`src/rtl/uart_rx_err_counter.sv`:
```
// Saturating event counter with synchronous clear taking priority over increment.
module uart_rx_err_counter #(
  parameter int unsigned WIDTH = 8
) (
  input  logic             clk,
  input  logic             reset,
  input  logic             clear,
  input  logic             inc,
  output logic [WIDTH-1:0] count
);

  // Count up on inc, hold at all-ones, zero on clear
  always_ff @(posedge clk or negedge reset) begin
    if (!reset)                       count <= '0;
    else if (clear)                   count <= '0;
    else if (inc && (count != '1))    count <= count + WIDTH'(1);
  end

endmodule

```
`config.mk`:
```
export PLATFORM = sky130hd
export DESIGN_NAME = uart_rx_err_counter
export DESIGN_NICKNAME = d
export VERILOG_FILES = /design/src/rtl/uart_rx_err_counter.sv
export SDC_FILE = /design/constraint.sdc
export NUM_CORES = 1
export LEC_CHECK = 0
export CAP_MARGIN = 20
export CORE_AREA = 2 2 39 41
export CTS_CLUSTER_DIAMETER = 100
export DETAILED_ROUTE_END_ITERATION = 10
export DIE_AREA = 0 0 41 43
export PLACE_DENSITY = 0.57
export SKIP_CTS_REPAIR_TIMING = 1
export SYNTH_ARGS = -nofsm -noshare
export SYNTH_HDL_FRONTEND = slang
export SYNTH_SLANG_ARGS = --single-unit
```
`constraint.sdc`:
```
create_clock -name clk -period 2.45 [get_ports clk]
set_input_delay 0.6125 -clock clk [delete_from_list [all_inputs] [get_ports clk]]
set_output_delay 0.6125 -clock clk [all_outputs]
set_load 0.03 [all_outputs]
```
==> impl_table.tex, run 1 <==
\begin{tabular}{lr}
\hline
Metric & Value \\
\hline
\multicolumn{2}{l}{\textbf{Status}} \\
\quad Run status & complete, no violations \\
\multicolumn{2}{l}{\textbf{Die}} \\
\quad Top-level I/O count & 12 \\
\quad Die height & 43 um \\
\quad Area of the die & between 1500 and 2000 um2 \\
\quad Overall die width & 41 um \\
\quad Total number of placement rows & 14 \\
\quad Placeable core area & 1380 um2 \\
\quad Initial standard-cell utilization of the core & 33.5\% \\
\multicolumn{2}{l}{\textbf{Worst setup path}} \\
\quad Worst setup SP type & flop \\
\quad Data required time at the worst endpoint & 1.84 ns \\
\quad Type of the worst setup path & reg -> out \\
\quad Depth of the most critical reg-to-reg path & 4 \\
\quad Cell breakdown of the critical path & clkdlybuf4s50\_1 \\
\quad Data arrival at the endpoint of the critical path & 1.43 ns \\
\quad Origin of the critical flop-to-flop path & count[0] \\
\quad Delay of the slowest critical-path stage & approximately 0.7 ns \\
\quad Reg-to-reg setup timing slack & about 0.70 ns \\
\quad Number of buffers and inverters on the critical path & 1 \\
\quad Maximum fanout along the worst path & 7 \\
\quad Endpoint class of the critical path & primary output \\
\quad Critical Path Slowest Stage Cell & sky130\_fd\_sc\_hd\_\_clkdlybuf4s50\_1 \\
\quad CP delay by family, top & buffers and inverters \\
\quad Endpoint of the worst-slack reg-to-reg timing path & count[0] \\
\multicolumn{2}{l}{\textbf{Logic synthesis}} \\
\quad Main synth FF type & sky130\_fd\_sc\_hd\_\_dfrtp\_1 \\
\quad Synth Net Count & 54 \\
\quad Area share of the largest cell type after synthesis & 43.1\% \\
\quad Number of warning messages in the yosys log & 0 \\
\quad Sequential fraction of the synthesis area & around 43\% \\
\quad Top-count cell post-synth & sky130\_fd\_sc\_hd\_\_dfrtp\_1 \\
\quad Leading cell types by count after synthesis & 8 x sky130\_fd\_sc\_hd\_\_dfrtp\_1, 4 x sky130\_fd\_sc\_hd\_\_nor3\_1, 3 x sky130\_fd\_sc\_hd\_\_a21oi\_1, 3 x sky130\_fd\_sc\_hd\_\_nand2b\_1, 3 x sky130\_fd\_sc\_hd\_\_nor2b\_1 \\
\quad Gate count after technology mapping & 49 \\
\quad Synth Register Bits & 8 \\
\quad Cell area after synthesis & 464 um2 \\
\quad Cell type with the highest aggregate area in the netlist & sky130\_fd\_sc\_hd\_\_dfrtp\_1 \\
\quad Distinct cell type count of the synthesized netlist & 28 \\
\quad Share of async-settable or async-resettable flops after synthesis & 100\% \\
\quad Cell types with the largest area share after synthesis & sky130\_fd\_sc\_hd\_\_dfrtp\_1 43\%, sky130\_fd\_sc\_hd\_\_mux2\_2 4.9\%, sky130\_fd\_sc\_hd\_\_nor3\_1 4.3\%, sky130\_fd\_sc\_hd\_\_nand2b\_1 4.0\%, sky130\_fd\_sc\_hd\_\_nor2b\_1 4.0\% \\
\quad Number of synthesized flops with an enable pin & 0 \\
\quad Mean area per synthesized cell & 9.47 um2 \\
\multicolumn{2}{l}{\textbf{CTS}} \\
\quad Clk root buf & sky130\_fd\_sc\_hd\_\_clkbuf\_4 \\
\quad Number of CTS-inserted buffers & 3 \\
\quad Level count of the clock H-tree & 1 \\
\quad Maximum number of buffers from clock root to sink & 2 \\
\quad TritonCTS Sinks & 8 \\
\quad Clk Latency, worst-skew pair & between 0.2 and 0.3 ns \\
\quad Clk pin slew, worst setup/hold paths & 0.05 ns \\
\quad TritonCTS clock tree & yes \\
\multicolumn{2}{l}{\textbf{Cells and area}} \\
\quad Largest registers ranked by flip-flop count & count (8) \\
\quad Area of combinational cells with multiple inputs & between 200 and 250 um2 \\
\quad Layout cells sized above 1 & 11.5\% \\
\quad Number of fill cells & 142 \\
\quad Area occupied by registers & 200 um2 \\
\quad Number of antenna repair diodes & 0 \\
\quad Area growth from synthesis to layout & 31.0\% \\
\quad Summed area of non-filler cells in the final layout & 608 um2 \\
\quad Final nets & 68 \\
\quad Top reg by flops & count \\
\quad Number of flip-flops in the largest register & 8 \\
\multicolumn{2}{l}{\textbf{STA}} \\
\quad Final sum of negative setup slack & 0 ns \\
\quad Pin slew with the least headroom to its limit & 0.359 ns \\
\quad Worst relative slew slack & about three quarters \\
\quad Period utilization & 83.4\% \\
\quad Count of final hold-check violations & 0 \\
\quad Number of setup violations in the final report & 0 \\
\quad RSZ-0062 raised after global routing & no \\
\quad Final number of max-transition violations & 0 \\
\quad Maximum clock frequency & 489 MHz \\
\quad Time the final worst path needs with I/O delays and setup & between 2 and 2.5 ns \\
\quad Worst setup skew after layout & 0.000811 ns \\
\multicolumn{2}{l}{\textbf{Global routing}} \\
\quad Largest net degree at the start of global routing & 12 \\
\quad Met1 Track Usage GR & 19.3\% \\
\quad Global-route wire length before repair & 1680 um \\
\quad Met3 track utilization from global routing & 4.71\% \\
\quad Initial antenna violation count & 0 \\
\quad Global route hottest layer & met2 \\
\quad Met2 usage & about a fifth \\
\quad Via count of the first global-routing pass & 352 \\
\quad Total global routing overflow & 0 \\
\quad Global-route total usage across every layer & between 10\% and 20\% \\
\multicolumn{2}{l}{\textbf{Hold path}} \\
\quad Worst hold stages & 2 \\
\quad Hold WC Path Type & reg -> reg \\
\quad Worst-case hold path end point & count[7] \\
\quad Min-Delay Startpoint & count[7] \\
\multicolumn{2}{l}{\textbf{Route}} \\
\quad Starting DRT DRC Count & 8 \\
\quad Routed via count divided by cell count & 5.49 \\
\quad First-pass iteration count of the detailed router & 4 \\
\quad Detailed-route wire length & approximately 1000 um \\
\quad WL/cell & 13.5 um \\
\quad Drc violations & 0 \\
\quad Final ANT Viol Nets & 0 \\
\quad Via count & between 400 and 500 \\
\multicolumn{2}{l}{\textbf{Place}} \\
\quad Global placer's final weighted congestion & 0.811 \\
\quad Count of port buffers added during placement & 11 \\
\quad HPWL after detailed placement & 765 um \\
\quad Cell area after placement & 586 um2 \\
\multicolumn{2}{l}{\textbf{Power}} \\
\quad Leakage & about 0.24 nW \\
\quad Part of the power in combinational logic & 12.7\% \\
\quad Switching part of the total & between 20\% and 30\% \\
\quad Net switching power & 0.0710 mW \\
\quad Worst IR Drop VDD & 233 uV \\
\quad Power per unit of standard cell area & 458 nW/um2 \\
\quad Sequential share of power & just over 50\% \\
\quad Internal power & slightly above 0.2 mW \\
\quad Share of total power in the clock network & 36.9\% \\
\multicolumn{2}{l}{\textbf{Run}} \\
\quad Max\_cap viols & 0 \\
\hline
\end{tabular}
## cell families after synthesis
group                    Yosys count  share of synthesized area (%)
AND/OR/NAND/NOR                   24                           31.0
AO/OA/AOI/OAI                      9                           12.7
flip-flops                         8                           43.1
buffers and inverters              4                           3.50
multiplexers                       3                           7.01
adder cells (fa/ha/maj)            1                           2.69
## cell type report
class,instances,area share (%)
sequential,8,32.9
multi-input combinational,37,40.7
inverter,2,1.23
clock buffer,3,3.70
tap,16,3.29
timing repair buffer,11,18.1
## cells in the final DEF, fill, tap and decap left out, types with 2 or more instances in the layout
master,count
sky130_fd_sc_hd__nand3_1,2
sky130_fd_sc_hd__nor3_1,4
sky130_fd_sc_hd__clkdlybuf4s50_1,11
sky130_fd_sc_hd__dfrtp_1,8
sky130_fd_sc_hd__nor2b_1,3
sky130_fd_sc_hd__a21oi_1,3
sky130_fd_sc_hd__mux2_2,2
sky130_fd_sc_hd__nor2_1,2
sky130_fd_sc_hd__inv_1,2
sky130_fd_sc_hd__clkbuf_4,3
sky130_fd_sc_hd__nand2b_1,3
sky130_fd_sc_hd__nand2_1,2
## metal layers
layer,vias to the layer above,wire (um)
li1,206,-
met1,195,485
met2,17,441
met3,5,73
met4,0,39
met5,-,0
## through the flow
stage                     power, mW  worst slack, ns  cells  utilization, %  hold WS (ns)
final                         0.278            0.406     77            43.9         0.585
after global routing          0.294            0.332     77            43.9         0.611
after CTS                     0.283            0.397     77            43.9         0.587
after detailed placement      0.178            0.369     74            42.3         0.579
after global placement        0.178            0.407     74            42.3         0.571
after floorplan               0.162            0.703     49               -         0.317
## power groups by stage
stage | clock, mW | sequential [mW] | combinational [mW]
2_1_floorplan | 0 | 0.148 | 0.0135
3_3_place_gp | 0 | 0.143 | 0.0353
3_5_place_dp | 0 | 0.143 | 0.0356
4_1_cts | 0.106 | 0.140 | 0.0359
5_1_grt | 0.115 | 0.141 | 0.0386
6_report | 0.103 | 0.140 | 0.0353
## worst max-delay path by stage
stage | start | end | slack [ns] | cells past startpoint
after floorplan | count[0] | count[0] | 0.70 | 4
after global placement | inc | count[7] | 0.41 | 4
after detailed placement | inc | count[7] | 0.37 | 4
after CTS | count[2] | count[2] | 0.40 | 1
after global routing | count[2] | count[2] | 0.33 | 1
final | count[2] | count[2] | 0.41 | 1
Power figures use the tool's default switching activity.
==> run 2: changes to the inputs <==
PLACE_DENSITY = 0.6   (was 0.57)
clock period = 1.7 ns   (was 2.45 ns; I/O delays follow)
==> run 2 against run 1 <==
  * Hold slack worse by 0.13 ns
  * Clock skew is 0.0028 ns higher
  * Sequential share of layout area fell by 3.1 points
  * Die area unchanged
  * Clock power up 57%
  * Combinational power grew 62%
  * Utilization is 5.2 points higher
  * Highest routed layer is now met3
==> impl_table.tex, run 2 (synthesized netlist as in run 1, its figures left out) <==
\begin{tabular}{lr}
\hline
Metric & Value \\
\hline
\multicolumn{2}{l}{\textbf{Power}} \\
\quad Worst IR Drop VDD & 368 uV (+58\%) \\
\quad Power per unit of standard cell area & 619 nW/um2 (+35\%) \\
\quad Net switching power & 0.107 mW (+51\%) \\
\quad Share of total power in the clock network & 38.5\% (+1.6 points) \\
\quad Switching part of the total & 25.5\% (-0.026 points) \\
\quad Sequential share of power & 47.9\% (-2.5 points) \\
\quad Part of the power in combinational logic & 13.6\% (+0.9 points) \\
\quad Internal power & 0.314 mW (+51\%) \\
\quad Total design power & 0.421 mW (+51\%) \\
\quad Leakage & 0.411 nW (+72\%) \\
\multicolumn{2}{l}{\textbf{Cells and area}} \\
\quad Number of antenna repair diodes & 0 (unchanged) \\
\quad Leading cell types in the layout, fill and taps excluded & 8 x sky130\_fd\_sc\_hd\_\_dlymetal6s2s\_1, 6 x sky130\_fd\_sc\_hd\_\_dfrtp\_1, 6 x sky130\_fd\_sc\_hd\_\_buf\_4 \\
\quad Final nets & 74 (+8.8\%) \\
\quad Area occupied by registers & 203 um2 (+1.2\%) \\
\quad Number of fill cells & 137 (-3.5\%) \\
\quad Area of combinational cells with multiple inputs & 248 um2 (unchanged) \\
\quad Area growth from synthesis to layout & 46.4\% \\
\quad Leading cell type in the layout, fill and taps excluded & sky130\_fd\_sc\_hd\_\_dlymetal6s2s\_1 \\
\quad Largest registers ranked by flip-flop count & count (8) \\
\quad Layout cells sized above 1 & 22.1\% (+11 points) \\
\quad Top reg by flops & count \\
\quad Final core utilization & 49.1\% (+5.2 points) \\
\quad Number of flip-flops in the largest register & 8 (unchanged) \\
\multicolumn{2}{l}{\textbf{Place}} \\
\quad Global placer's final weighted congestion & 0.755 (-7.0\%) \\
\quad Count of port buffers added during placement & 11 (unchanged) \\
\multicolumn{2}{l}{\textbf{Die}} \\
\quad Top-level I/O count & 12 (unchanged) \\
\quad Total number of placement rows & 14 (unchanged) \\
\quad Overall die width & 41 um (unchanged) \\
\quad Area of the die & 1760 um2 (unchanged) \\
\quad Die height & 43 um (unchanged) \\
\quad Placeable core area & 1380 um2 (unchanged) \\
\quad Initial standard-cell utilization of the core & 33.5\% (unchanged) \\
\multicolumn{2}{l}{\textbf{Route}} \\
\quad Drc violations & 0 (unchanged) \\
\quad WL/cell & 12.2 um (-9.9\%) \\
\quad Detailed-route wire length & 1020 um (-1.7\%) \\
\quad Starting DRT DRC Count & 6 (-2) \\
\quad Final ANT Viol Nets & 0 (unchanged) \\
\quad Routed via count divided by cell count & 5.08 (-7.5\%) \\
\quad First-pass iteration count of the detailed router & 3 (-1) \\
\quad Via count & 427 (+0.95\%) \\
\multicolumn{2}{l}{\textbf{Run}} \\
\quad Max\_cap viols & 0 (unchanged) \\
\multicolumn{2}{l}{\textbf{Worst setup path}} \\
\quad Timing startpoint of the critical path & count[0] \\
\quad Worst setup SP type & flop \\
\quad Type of the worst setup path & reg -> reg \\
\quad Endpoint class of the critical path & flop \\
\quad Maximum fanout along the worst path & 6 (-1) \\
\quad Origin of the critical flop-to-flop path & count[0] \\
\quad Data arrival at the endpoint of the critical path & 1.70 ns (+0.27 ns) \\
\quad Data required time at the worst endpoint & 1.84 ns (about the same) \\
\multicolumn{2}{l}{\textbf{CTS}} \\
\quad Maximum number of buffers from clock root to sink & 2 (unchanged) \\
\quad Clk root buf & sky130\_fd\_sc\_hd\_\_clkbuf\_4 \\
\quad TritonCTS clock tree & yes \\
\quad TritonCTS Sinks & 8 (unchanged) \\
\quad Number of CTS-inserted buffers & 3 (unchanged) \\
\quad Clk Latency, worst-skew pair & 0.26 ns (about the same) \\
\quad Clk pin slew, worst setup/hold paths & 0.06 ns (about the same) \\
\quad Level count of the clock H-tree & 1 (unchanged) \\
\multicolumn{2}{l}{\textbf{Global routing}} \\
\quad Largest net degree at the start of global routing & 9 (-3) \\
\quad Via count of the first global-routing pass & 393 (+12\%) \\
\quad Global-route wire length before repair & 1770 um (+5.8\%) \\
\quad Initial antenna violation count & 0 (unchanged) \\
\quad Total global routing overflow & 0 (unchanged) \\
\quad Global-route total usage across every layer & 15.4\% (+0.43 points) \\
\multicolumn{2}{l}{\textbf{STA}} \\
\quad Period utilization & 91.8\% \\
\quad Number of setup violations in the final report & 0 (unchanged) \\
\quad Worst setup skew after layout & 0.00360 ns (+0.00279 ns) \\
\quad Count of final hold-check violations & 0 (unchanged) \\
\quad Maximum clock frequency & 641 MHz \\
\quad Pin slew with the least headroom to its limit & 0.365 ns (+0.00643 ns) \\
\quad Worst relative slew slack & 75.0\% (-0.44 points) \\
\quad Final number of max-transition violations & 0 (unchanged) \\
\quad RSZ-0062 raised after global routing & no \\
\quad Time the final worst path needs with I/O delays and setup & approximately 1.6 ns \\
\multicolumn{2}{l}{\textbf{Status}} \\
\quad Run status & complete, no violations \\
\multicolumn{2}{l}{\textbf{Hold path}} \\
\quad Hold WC Path Type & in -> async \\
\hline
\end{tabular}
-- run 2: changes by cell type in the layout (fill, tap and decap cells not counted), sizes merged --
cell           before  now
dlymetal6s2s        0    8
clkdlybuf4s50      11    3
buf                 0    6
clkbuf              3    4
-- run 2: final timing paths --
kind	end	slack (ns)	depth (start not counted)
worst max-delay path	count[0]	0.14	4
worst min-delay path	count[7]	0.45	1
worst max register to register	count[0]	0.14	4
worst min register to register	count[7]	0.59	2
max in group asynchronous	count[0]	0.95	1
min in group clk	count[7]	0.59	2
-- run 2: final cells by class --
cell class              instances  share of cell area [%]
multi-input cells              37                    36.5
flip-flops and latches          8                    29.8
repair buffers                 17                    25.8
clock buffers                   4                    3.87
well taps                      16                    2.95
inverters                       2                    1.10
-- run 2: power by group through the flow --
stage	Sequential (mW)	Combinational, mW	Clock (mW)
finish	0.202	0.0572	0.162
detailed placement	0.205	0.0586	0
global placement	0.205	0.0583	0
global route	0.203	0.0629	0.184
CTS	0.202	0.0590	0.173
floorplan	0.214	0.0194	0
-- run 2: metal layers --
metal | vias up | share of wire [%] | routed length (um) | GRT usage, %
li1 | 222 | - | - | -
met1 | 199 | 50 | 509 | 20.3
met2 | 6 | 46 | 471 | 21.6
met3 | 0 | 4.1 | 42 | 4.71
met4 | 0 | 0 | 0 | 8.00
met5 | - | 0 | 0 | 0
-- run 2: worst max-delay path, cell delays in order, from the launching register on --
cell,delay (ns)
sky130_fd_sc_hd__dfrtp_2,0.43
sky130_fd_sc_hd__ha_1,0.22
sky130_fd_sc_hd__and4_2,0.26
sky130_fd_sc_hd__a21boi_1,0.19
sky130_fd_sc_hd__mux2_2,0.35
-- run 2: per-stage QoR --
| stage | cell area, um2 | cells | setup TNS (ns) | worst slack [ns] | hold WS (ns) |
|---|---|---|---|---|---|
| after global routing | 679 | 84 | 0 | 0.0290 | 0.475 |
| final | 679 | 84 | 0 | 0.140 | 0.455 |
| after floorplan | 467 | 49 | 0 | 0.0143 | 0.129 |
| after detailed placement | 633 | 80 | -0.0847 | -0.0471 | 0.582 |
| after CTS | 659 | 84 | -0.567 | -0.124 | 0.463 |
| after global placement | 633 | 80 | -0.00367 | -0.00367 | 0.572 |
==> run 3: changes to the inputs <==
--- a/constraint.sdc
+++ b/constraint.sdc
@@ -3,2 +3,2 @@
 set_output_delay 0.425 -clock clk [all_outputs]
-set_load 0.03 [all_outputs]
+set_load 0.1 [all_outputs]
==> run 3 against run 2 <==
  * Non-clock buffer count shrank 2
  * Combinational power up 67%
  * Final area grew 10%
  * Clock-buffer cell count is 1 lower
  * Fmax down 0.66%
  * Die area did not move
  * Register-to-register slack barely moved
  * Critical endpoint unchanged
==> impl_table.tex, run 3 (synthesized netlist as in run 1, its figures left out) <==
\begin{tabular}{lr}
\hline
Metric & Value \\
\hline
\multicolumn{2}{l}{\textbf{STA}} \\
\quad Worst setup skew after layout & 0.000186 ns (-0.00341 ns) \\
\quad Period utilization & 92.4\% (+0.61 points) \\
\quad Hold Slack & 0.466 ns (+0.0110 ns) \\
\quad Worst relative slew slack & 75.4\% (+0.38 points) \\
\quad Count of final hold-check violations & 0 (unchanged) \\
\quad Final Worst Setup Slack & 0.130 ns (-0.0104 ns) \\
\quad Time the final worst path needs with I/O delays and setup & 1.57 ns (+0.0104 ns) \\
\quad Pin slew with the least headroom to its limit & 0.360 ns (-0.00554 ns) \\
\quad RSZ-0062 raised after global routing & no \\
\quad Maximum clock frequency & 637 MHz (-0.66\%) \\
\quad Number of setup violations in the final report & 0 (unchanged) \\
\quad Final number of max-transition violations & 0 (unchanged) \\
\quad Final sum of negative setup slack & 0 ns (unchanged) \\
\multicolumn{2}{l}{\textbf{Worst setup path}} \\
\quad Number of buffers and inverters on the critical path & 0 (unchanged) \\
\quad Critical Path Slowest Stage Cell & sky130\_fd\_sc\_hd\_\_dfrtp\_4 \\
\quad Capture point of the worst path & count[0] \\
\quad Maximum fanout along the worst path & 7 (+1) \\
\quad Timing startpoint of the critical path & count[1] \\
\quad CP delay by family, top & flip-flops \\
\quad Worst setup SP type & flop \\
\quad Endpoint of the worst-slack reg-to-reg timing path & count[0] \\
\quad Origin of the critical flop-to-flop path & count[1] \\
\quad Type of the worst setup path & reg -> reg \\
\quad Data required time at the worst endpoint & 1.83 ns (about the same) \\
\quad Endpoint class of the critical path & flop \\
\quad Delay of the slowest critical-path stage & 0.52 ns (+0.09 ns) \\
\quad Reg-to-reg setup timing slack & 0.13 ns (about the same) \\
\quad Cell breakdown of the critical path & ha\_4 > and4\_4 > a21boi\_2 > mux2\_2 \\
\quad Data arrival at the endpoint of the critical path & 1.70 ns (about the same) \\
\quad Number of logic stages on the critical path including buffering & 4 (unchanged) \\
\quad Depth of the most critical reg-to-reg path & 4 (unchanged) \\
\multicolumn{2}{l}{\textbf{Die}} \\
\quad Placeable core area & 1380 um2 (unchanged) \\
\quad Initial standard-cell utilization of the core & 33.5\% (unchanged) \\
\quad Total number of placement rows & 14 (unchanged) \\
\quad Top-level I/O count & 12 (unchanged) \\
\quad Area of the die & 1760 um2 (unchanged) \\
\quad Overall die width & 41 um (unchanged) \\
\quad Die height & 43 um (unchanged) \\
\multicolumn{2}{l}{\textbf{Route}} \\
\quad Detailed-route wire length & 1030 um (+0.78\%) \\
\quad Final ANT Viol Nets & 0 (unchanged) \\
\quad Routed via count divided by cell count & 5.27 (+3.7\%) \\
\quad First-pass iteration count of the detailed router & 3 (unchanged) \\
\quad Starting DRT DRC Count & 8 (+2) \\
\quad Drc violations & 0 (unchanged) \\
\quad WL/cell & 12.7 um (+4.5\%) \\
\quad Via count & 427 (unchanged) \\
\multicolumn{2}{l}{\textbf{Global routing}} \\
\quad Initial antenna violation count & 0 (unchanged) \\
\quad Largest net degree at the start of global routing & 9 (unchanged) \\
\quad Global-route total usage across every layer & 13.8\% (-1.5 points) \\
\quad Total global routing overflow & 0 (unchanged) \\
\quad Global-route wire length before repair & 1590 um (-10\%) \\
\quad Via count of the first global-routing pass & 358 (-8.9\%) \\
\multicolumn{2}{l}{\textbf{CTS}} \\
\quad TritonCTS clock tree & yes \\
\quad Clk pin slew, worst setup/hold paths & 0.05 ns (about the same) \\
\quad Clk root buf & sky130\_fd\_sc\_hd\_\_clkbuf\_4 \\
\quad Level count of the clock H-tree & 1 (unchanged) \\
\quad Number of CTS-inserted buffers & 3 (unchanged) \\
\quad Clk Latency, worst-skew pair & 0.25 ns (about the same) \\
\quad Maximum number of buffers from clock root to sink & 2 (unchanged) \\
\quad TritonCTS Sinks & 8 (unchanged) \\
\multicolumn{2}{l}{\textbf{Cells and area}} \\
\quad Layout cells sized above 1 & 44.6\% (+23 points) \\
\quad Final nets & 72 (-2.7\%) \\
\quad Area growth from synthesis to layout & 61.7\% \\
\quad Number of fill cells & 121 (-12\%) \\
\quad Top reg by flops & count \\
\quad Number of antenna repair diodes & 0 (unchanged) \\
\quad Number of flip-flops in the largest register & 8 (unchanged) \\
\quad Leading cell type in the layout, fill and taps excluded & sky130\_fd\_sc\_hd\_\_buf\_12 \\
\quad Largest registers ranked by flip-flop count & count (8) \\
\quad Leading cell types in the layout, fill and taps excluded & 8 x sky130\_fd\_sc\_hd\_\_buf\_12, 6 x sky130\_fd\_sc\_hd\_\_dfrtp\_2, 4 x sky130\_fd\_sc\_hd\_\_nor3\_1, 4 x sky130\_fd\_sc\_hd\_\_buf\_4 \\
\multicolumn{2}{l}{\textbf{Run}} \\
\quad Max\_cap viols & 0 (unchanged) \\
\multicolumn{2}{l}{\textbf{Hold path}} \\
\quad Hold WC Path Type & in -> async \\
\multicolumn{2}{l}{\textbf{Power}} \\
\quad Worst IR Drop VDD & 368 uV (about the same) \\
\quad Leakage & 0.282 nW (-31\%) \\
\quad Power per unit of standard cell area & 592 nW/um2 (-4.5\%) \\
\multicolumn{2}{l}{\textbf{Place}} \\
\quad Global placer's final weighted congestion & 0.739 (-2.1\%) \\
\quad Worst Setup Slack post-DPL & -0.0845 ns (-0.0374 ns) \\
\quad HPWL after detailed placement & 787 um \\
\quad Count of port buffers added during placement & 11 (unchanged) \\
\multicolumn{2}{l}{\textbf{Status}} \\
\quad Run status & complete, no violations \\
\hline
\end{tabular}
==> run 3: cell types whose count changed in the layout (fill, tap and decap cells not counted), moves of 2 or more <==
cell                             before  now
sky130_fd_sc_hd__dfrtp_2              2    6
sky130_fd_sc_hd__dlymetal6s2s_1       8    0
sky130_fd_sc_hd__dfrtp_4              0    2
sky130_fd_sc_hd__buf_4                6    4
sky130_fd_sc_hd__dfrtp_1              6    0
sky130_fd_sc_hd__buf_12               0    8
==> run 3: layout make-up <==
cell class | instances | area (um2) | share of cell area (%)
well taps | 16 | 20.0 | 2.67
inverters | 2 | 7.51 | 1.00
multi-input cells | 37 | 265 | 35.3
repair buffers | 15 | 220 | 29.3
clock buffers | 3 | 22.5 | 3.00
flip-flops and latches | 8 | 215 | 28.7
==> run 3: metal layers <==
metal	vias up	part of all wire [%]	global-route usage (%)
met5	-	0	0
met4	0	0	4.00
met3	0	6.7	8.38
met2	12	48	19.7
met1	199	46	17.0
li1	216	-	-
==> run 3: report_power, final <==
part / switching [mW] / total [mW] / leakage, nW / internal, mW
combinational: 0.0548 / 0.0953 / 0.171 / 0.0405
clock: 0.0585 / 0.139 / 0.0138 / 0.0804
sequential: 0.0117 / 0.210 / 0.0970 / 0.198
total: 0.125 / 0.444 / 0.282 / 0.319
==> run 3: worst min path at each step <==
stage / from / end / cells past startpoint
2_1_floorplan: reset / count[2] / 0
3_3_place_gp: count[7] / count[7] / 2
3_5_place_dp: count[7] / count[7] / 2
4_1_cts: reset / count[1] / 1
5_1_grt: reset / count[7] / 1
6_report: reset / count[1] / 1
==> run 3: worst register-to-register path: stages, from the launching register on <==
cell                       delay, ns
sky130_fd_sc_hd__dfrtp_4        0.52
sky130_fd_sc_hd__ha_4           0.20
sky130_fd_sc_hd__and4_4         0.20
sky130_fd_sc_hd__a21boi_2       0.19
sky130_fd_sc_hd__mux2_2         0.35
==> run 3: through the flow <==
stage	power (mW)	instance area, um2	util [%]	cells
floorplan	0.265	497	-	49
global placement	0.309	728	52.6	78
detailed placement	0.309	728	52.6	78
CTS	0.454	751	54.2	81
global route	0.477	751	54.2	81
finish	0.444	751	54.2	81
